==> config.mk <==
export PLATFORM = sky130hd
export DESIGN_NAME = run_controller
export DESIGN_NICKNAME = d
export VERILOG_FILES = /design/src/rtl/run_ctrl_config.sv /design/src/rtl/run_controller.sv
export SDC_FILE = /design/constraint.sdc
export NUM_CORES = 1
export LEC_CHECK = 0
export CELL_PAD_IN_SITES_DETAIL_PLACEMENT = 0
export CELL_PAD_IN_SITES_GLOBAL_PLACEMENT = 1
export CORE_AREA = 2 2 75 77
export DETAILED_ROUTE_END_ITERATION = 6
export DIE_AREA = 0 0 77 79
export GPL_TIMING_DRIVEN = 0
export PLACE_DENSITY_LB_ADDON = 0.1
export SLEW_MARGIN = 20
export SYNTH_ARGS = -nofsm -noshare
export SYNTH_HDL_FRONTEND = slang
export SYNTH_SLANG_ARGS = --single-unit
export TNS_END_PERCENT = 5
==> constraint.sdc <==
create_clock -name clk -period 4.9 [get_ports clk]
set_clock_uncertainty 0.1 [all_clocks]
set_input_delay 0.49 -clock clk [delete_from_list [all_inputs] [get_ports clk]]
set_output_delay 0.49 -clock clk [all_outputs]
set_load 0.01 [all_outputs]
==> src/rtl/run_ctrl_config.sv <==
// ============================================================================
// Module   : run_ctrl_config (package)
// Purpose  : Shared state encoding and run-length width for run_controller.
// Revision : 1.0
// ============================================================================
`default_nettype none

package run_ctrl_config;

    localparam int MAX_RUN_TIME_DEFAULT = 1024;

    // Wide enough to hold MAX_RUN_TIME itself, not just MAX_RUN_TIME-1.
    localparam int RUN_W = $clog2(MAX_RUN_TIME_DEFAULT + 1);

    typedef enum logic [1:0] {
        ST_IDLE  = 2'd0,
        ST_RUN   = 2'd1,
        ST_EMIT  = 2'd2,
        ST_CLEAR = 2'd3
    } state_t;

endpackage

`default_nettype wire

==> src/rtl/run_controller.sv <==
// ============================================================================
// Module   : run_controller
// Purpose  : Gates network timesteps for a bounded run window, then hands the
//            decoded result to the sink (emit) or discards it (clear).
//            Optional overrun detection is enabled with RUN_CTRL_OVERRUN_EN.
// Revision : 1.0
// ============================================================================
`default_nettype none

module run_controller
    import run_ctrl_config::*;
#(
    parameter int MAX_RUN_TIME = 1024,
    parameter int CNT_W        = 16
) (
    input  logic             clk,
    input  logic             rst,
    input  logic             cmd_valid,
    output logic             cmd_ready,
    input  logic             cmd_clr,
    input  logic [RUN_W-1:0] cmd_run_len,
    input  logic             abort,
    input  logic             step_fire,
    output logic             net_en,
    input  logic             dec_ready,
    output logic             out_ready,
    output logic             clr,
    output logic             busy,
    output logic [CNT_W-1:0] runs_done,
    output logic             overrun
);

    localparam logic [RUN_W-1:0] MAX_LEN = RUN_W'(MAX_RUN_TIME);

    state_t           state_q, state_d;
    logic [RUN_W-1:0] len_q;
    logic [RUN_W-1:0] step_cnt_q;
    logic [CNT_W-1:0] runs_done_q;
    logic             last_step;
    logic             accept_run;

    assign last_step  = step_fire && (step_cnt_q == (len_q - RUN_W'(1)));
    assign accept_run = (state_q == ST_IDLE) && cmd_valid && !abort && !cmd_clr
                        && (cmd_run_len != '0);

    always_ff @(posedge clk) begin
        if (rst) begin
            state_q <= ST_IDLE;
        end else begin
            state_q <= state_d;
        end
    end

    always_comb begin
        state_d = state_q;
        case (state_q)
            ST_IDLE: begin
                if (abort) begin
                    state_d = ST_CLEAR;
                end else if (cmd_valid) begin
                    if (cmd_clr)                  state_d = ST_CLEAR;
                    else if (cmd_run_len == '0)   state_d = ST_EMIT;
                    else                          state_d = ST_RUN;
                end
            end
            ST_RUN: begin
                if (abort)          state_d = ST_CLEAR;
                else if (last_step) state_d = ST_EMIT;
            end
            ST_EMIT: begin
                if (abort)          state_d = ST_CLEAR;
                else if (dec_ready) state_d = ST_IDLE;
            end
            ST_CLEAR: state_d = ST_IDLE;
            default:  state_d = ST_IDLE;
        endcase
    end

    // Pulses are masked while rst is high so a window dropped by reset leaves no trace.
    always_comb begin
        cmd_ready = rst || ((state_q == ST_IDLE) && !abort);
        net_en    = !rst && (state_q == ST_RUN);
        out_ready = !rst && (state_q == ST_EMIT) && dec_ready && !abort;
        clr       = !rst && (state_q == ST_CLEAR);
        busy      = !rst && (state_q != ST_IDLE);
    end

    always_ff @(posedge clk) begin
        if (rst) begin
            len_q       <= '0;
            step_cnt_q  <= '0;
            runs_done_q <= '0;
        end else begin
            if (accept_run) begin
                len_q      <= (cmd_run_len > MAX_LEN) ? MAX_LEN : cmd_run_len;
                step_cnt_q <= '0;
            end else if ((state_q == ST_RUN) && step_fire) begin
                step_cnt_q <= step_cnt_q + RUN_W'(1);
            end
            if (out_ready) begin
                runs_done_q <= runs_done_q + CNT_W'(1);
            end
        end
    end

    assign runs_done = runs_done_q;

`ifdef RUN_CTRL_OVERRUN_EN
    logic overrun_q;

    always_ff @(posedge clk) begin
        if (rst) begin
            overrun_q <= 1'b0;
        end else if (step_fire && !net_en) begin
            overrun_q <= 1'b1;
        end
    end

    assign overrun = overrun_q;
`else
    assign overrun = 1'b0;
`endif

endmodule

`default_nettype wire
# After elaboration in Yosys (flattened, before gate mapping)
# Cells that the tools add are included.
# word_totals
register_bits	40
latchBits	0
ramBits	0
romBits	0
word_cells	48
mem_count	0
# classes
add_sub_neg	3
multipliers	0
div	0
order_cmp	1
eq_ne	7
shifts	0
n_mux	10
n_bitwise	0
reduce_logical	23
# op_table
op	count
$add 16x1->16 const B	1
$mux 2	8
$logic_and 1x1->1	13
$add 11x1->11 const B	1
$eq 11x11->1	1
$gt 11x11->1 const B	1
$logic_not 11->1	1
$mux 11	1
$reduce_bool 11->1	1
$sub 11x1->11 const B	1
$ne 3x3->1 const B	3
$pmux 2 s4	1
$eq 2x2->1 const B	2
$logic_not 1->1	3
$reduce_and 3->1	1
$eq 2x1->1 const B	1
$logic_not 2->1	1
$reduce_bool 2->1	1
$reduce_or 2->1	1
$logic_or 1x1->1	1

# Longest topological paths before layout
# depth
word_depth	6
depth_mapped	9
mapped_depth_nobuf	8

# Worst setup path after synthesis
# No wires, ideal clock.
# synth_timing
path_type	register to register
start	reg len_q[0]
end	reg state_q[0]
setup_time_ns	0.115
arrival_ns	1.867
required_ns	4.685
setup_slack_ns	2.819
stages_incl_launch_ff	10
n_path_buf	1
path_cell_list	dfxtp_1 inv_1 ha_1 clkbuf_8 nor4_1 a41o_1 a21oi_2 a2111oi_4 o2111ai_2 o21a_1
# synth_between
elab_chain_cells	5
# synth_rtl
item	line	rtl
start: declaration	run_controller.sv:36	logic [RUN_W-1:0] len_q;
start signal: assignment	run_controller.sv:95	len_q <= (cmd_run_len > MAX_LEN) ? MAX_LEN : cmd_run_len;
$sub 11x1->11	run_controller.sv:42	assign last_step = step_fire && (step_cnt_q == (len_q - RUN_W'(1)));
$eq 11x11->1	run_controller.sv:42	
$logic_and 1x1->1	run_controller.sv:42	
$ne 3x3->1 (no source line)	-	
$reduce_and 3->1 (no source line)	-	
end signal: assignment	run_controller.sv:50	state_q <= state_d;
end: declaration	run_controller.sv:35	state_t state_q, state_d;
# Every way passes these cells.
# A chain may end at the register's enable or synchronous reset.

# Worst setup path in the final report
# layout_timing
start	in abort
end	out out_ready
# layout_between
elab_chain_cells	2
# layout_rtl
item	line	rtl
start: declaration	run_controller.sv:22	input logic abort,
$logic_not 1->1	run_controller.sv:83	out_ready = !rst && (state_q == ST_EMIT) && dec_ready && !abort;
$logic_and 1x1->1	run_controller.sv:83	
end: declaration	run_controller.sv:26	output logic out_ready,
# Every way passes these cells.

==> metrics.log <==
INFO  metric status = complete, no violations
INFO  metric post_detailed_placement_half_perimeter_wirelength = 3570 microns
INFO  metric die_area = 6080 sq um
INFO  metric worstPathCellList = clkdlybuf4s50_1 -> and4bb_2 -> and2_1 -> clkbuf_1 -> clkdlybuf4s50_1
INFO  metric rsz0062_at_grt = no
INFO  metric power_per_cell_area = 251 nW/um^2
INFO  metric cts.path.max_buffers = 2
INFO  metric io_port_bufs = 37
INFO  metric die_w = 77 microns
INFO  metric route.final.wire_length = 4750 microns
INFO  metric layout.cells.most_common_list = sky130_fd_sc_hd__nor2_1 (40), sky130_fd_sc_hd__dfxtp_1 (40), sky130_fd_sc_hd__clkdlybuf4s50_1 (37), sky130_fd_sc_hd__xor2_1 (21)
INFO  metric post_route_cells_drive_above_1_share = 8.19%
INFO  metric starting_density = 40.1%
INFO  metric vias_per_inst = 4.94
INFO  metric insertedDiodeCount = 0
INFO  metric instances_no_fill = 365
INFO  metric syn-instance-count = 248
INFO  metric worst_hold_slack = 413 ps
INFO  metric synth.distinct_cells = 46
INFO  metric tightest_slew = 813 ps
INFO  metric synthDominantCellAreaShare = 37.4%
INFO  metric path_common_cell = sky130_fd_sc_hd__clkdlybuf4s50_1
INFO  metric clock-root-buffer = sky130_fd_sc_hd__clkbuf_8
INFO  metric yosysWarnings = 0
INFO  metric clock.fmax = 347 MHz
INFO  metric cts_hold_repair.buffers = 0
INFO  metric yosysSeqAreaShare = 37.4%
INFO  metric min_path_type = flip-flop to flip-flop
INFO  metric die_height = 79 microns
INFO  metric numCtsBuffers = 5
INFO  metric max_stage_delay = 580 ps
INFO  metric placed_area = 2600 sq um
INFO  metric timing.max_slew.rel_slack = 45.4%
INFO  metric finalWorstPathRequiredPeriod = 2880 ps
INFO  metric cp_capture_type = output port
INFO  metric worstPathBufferInverterCount = 3
INFO  metric final_antenna_net_count = 0
INFO  metric htree_levels = 2
INFO  metric wl_per_cell = 13.0 microns
INFO  metric dr.pass1.iters = 4
INFO  metric globalRouteOverflowTotal = 0
INFO  metric detail_route.iter0.violations = 81
INFO  metric vdd_ir_drop_max = 165 uV
INFO  metric timing.critical_path.from_type = input pin
INFO  metric clkLatencyLatePin = 290 ps
INFO  metric fin_crit_sh = 58.7%
INFO  metric worst-endpoint-arrival = 2290 ps
INFO  metric critical-path-slowest-cell = sky130_fd_sc_hd__clkdlybuf4s50_1
INFO  metric routabilityCongestion = 0.747
INFO  metric post_synth_instance_area = 2140 sq um
INFO  metric postCtsSetupRepairBufs = 0
INFO  metric drv.max_cap_violation_count = 0
INFO  metric tritoncts_num_sinks = 40
INFO  metric path_max_fanout = 6
INFO  metric fin_area = 2720 sq um
INFO  metric ys_seq_elements = 40
INFO  metric power.leakage = 0.969 nW
INFO  metric place_inst = 357
INFO  metric area.growth.synth_to_final = 26.9%
INFO  metric grt_start_max_net_pins = 15
INFO  metric total_negative_setup_slack = 0 ps
INFO  metric num_vias = 1803
INFO  metric number_of_global_route_vias_before_repair = 1756
INFO  metric critPathTopFamily = buffers and inverters
INFO  metric timing.final.setup_violations = 0
INFO  metric synth_nets = 269
INFO  metric track_usage = 16.4%
INFO  metric worst_ep_required_time = 4310 ps
INFO  metric grt_first_pass_wirelength = 7970 microns
INFO  metric cts_repair_resize_count = 0
INFO  metric hold_violations = 0
INFO  metric core = 5340 sq um
INFO  metric grt_antenna_before_repair = 0
INFO  metric drcViolationCount = 0
INFO  metric slew_violations = 0
INFO  metric cts_tree = yes
INFO  metric floorplan.rows = 27
INFO  metric nNetsFinal = 313
INFO  metric biggest_area_contributors_in_the_synthesized_netlist = sky130_fd_sc_hd__dfxtp_1 (37%), sky130_fd_sc_hd__xor2_1 (8.6%), sky130_fd_sc_hd__nor2_1 (7.0%)
INFO  metric postSynthAreaPerCell = 8.64 sq um
INFO  metric critical_path_class = input pin to output port
INFO  metric clkSlewWorstSetupHoldPaths = 80 ps
INFO  metric synth_top_cell_by_area = sky130_fd_sc_hd__dfxtp_1
INFO  metric io_pins = 40
worst paths after layout:
path / to / slack [ps] / cells after the start / startpoint
worst max register to register: state_q[1] / 2530 / 9 / len_q[0]
worst max-delay path: out_ready / 2020 / 5 / abort
worst min register to register: runs_done[6] / 410 / 2 / runs_done[6]
worst min-delay path: runs_done[6] / 410 / 2 / runs_done[6]
metrics by stage:
| step | utilization [%] | worst slack [ps] | total power [mW] |
|---|---|---|---|
| 2_1_floorplan | - | 2820 | 0.384 |
| 6_report | 50.9 | 2020 | 0.681 |
| 5_1_grt | 50.9 | 1940 | 0.713 |
| 3_5_place_dp | 48.8 | 2020 | 0.415 |
| 3_3_place_gp | 48.8 | 2030 | 0.414 |
| 4_1_cts | 50.9 | 2010 | 0.693 |
Yosys cell counts, drive strengths merged:
| master | instances |
|---|---|
| a22o | 5 |
| o211a | 1 |
| and2 | 2 |
| a2111oi | 1 |
| nand3 | 10 |
| dfxtp | 40 |
| a41o | 2 |
| inv | 6 |
| and4b | 1 |
| nor4 | 4 |
| and3 | 5 |
| and4 | 1 |
| nand2 | 15 |
| nand3b | 1 |
| xor2 | 21 |
| o311ai | 1 |
| a21oi | 9 |
| a211oi | 3 |
| nand4 | 10 |
| and4bb | 1 |
| ha | 3 |
| nor3 | 7 |
| clkbuf | 10 |
| xnor2 | 15 |
| o211ai | 2 |
| buf | 2 |
| mux2i | 3 |
| or3 | 4 |
| o2111ai | 1 |
| o21a | 1 |
| a221oi | 2 |
| nor2 | 41 |
| or2 | 2 |
| conb | 1 |
| nor2b | 3 |
| o21ai | 10 |
| nand2b | 2 |
power breakdown:
part	internal, mW	switching, mW	total, mW
Sequential	0.329	0.00663	0.336
Combinational	0.0363	0.0346	0.0709
Clock	0.153	0.121	0.275
routing by layer:
metal  GRT usage (%)  share of wire (%)  vias up
li1                -                  -      949
met1            19.3                 45      824
met2            29.5                 49       26
met3            3.64                4.3        4
met4            5.36                1.3        0
met5               0                  0        -
sequential cells by signal, indices dropped and copies added, names as in the netlist:
| name | count |
|---|---|
| runs_done | 16 |
| len_q | 11 |
| step_cnt_q | 11 |
| state_q | 2 |
worst min-delay path: cells and delay by family (launching register included):
| family | cells | cell delay, ps |
|---|---|---|
| flops | 1 | 340 |
| compound gates | 2 | 140 |
area by class of cell:
cell class | count | area, sq um
Sequential cell | 40 | 801
Clock inverter | 3 | 46.3
Buffer | 12 | 71.3
Fill cell | 563 | 2620
Tap cell | 72 | 90.1
Timing Repair Buffer | 37 | 370
Multi-Input combinational cell | 190 | 1250
Clock buffer | 5 | 68.8
Inverter | 6 | 22.5
kinds of logic (layout without fill, tap and decap cells):
kind of cell / count (synthesis) / after routing / synth area share (%)
multiplexers: 3 / 3 / 1.40
flip-flops: 40 / 40 / 37.4
adder cells (fa/ha/maj): 3 / 3 / 1.75
AO/OA/AOI/OAI: 38 / 38 / 13.6
other: 1 / 1 / 0.175
AND/OR/NAND/NOR: 109 / 109 / 26.6
buffers and inverters: 18 / 63 / 4.38
XOR/XNOR: 36 / 36 / 14.7
(Power assumes the default switching activity.)
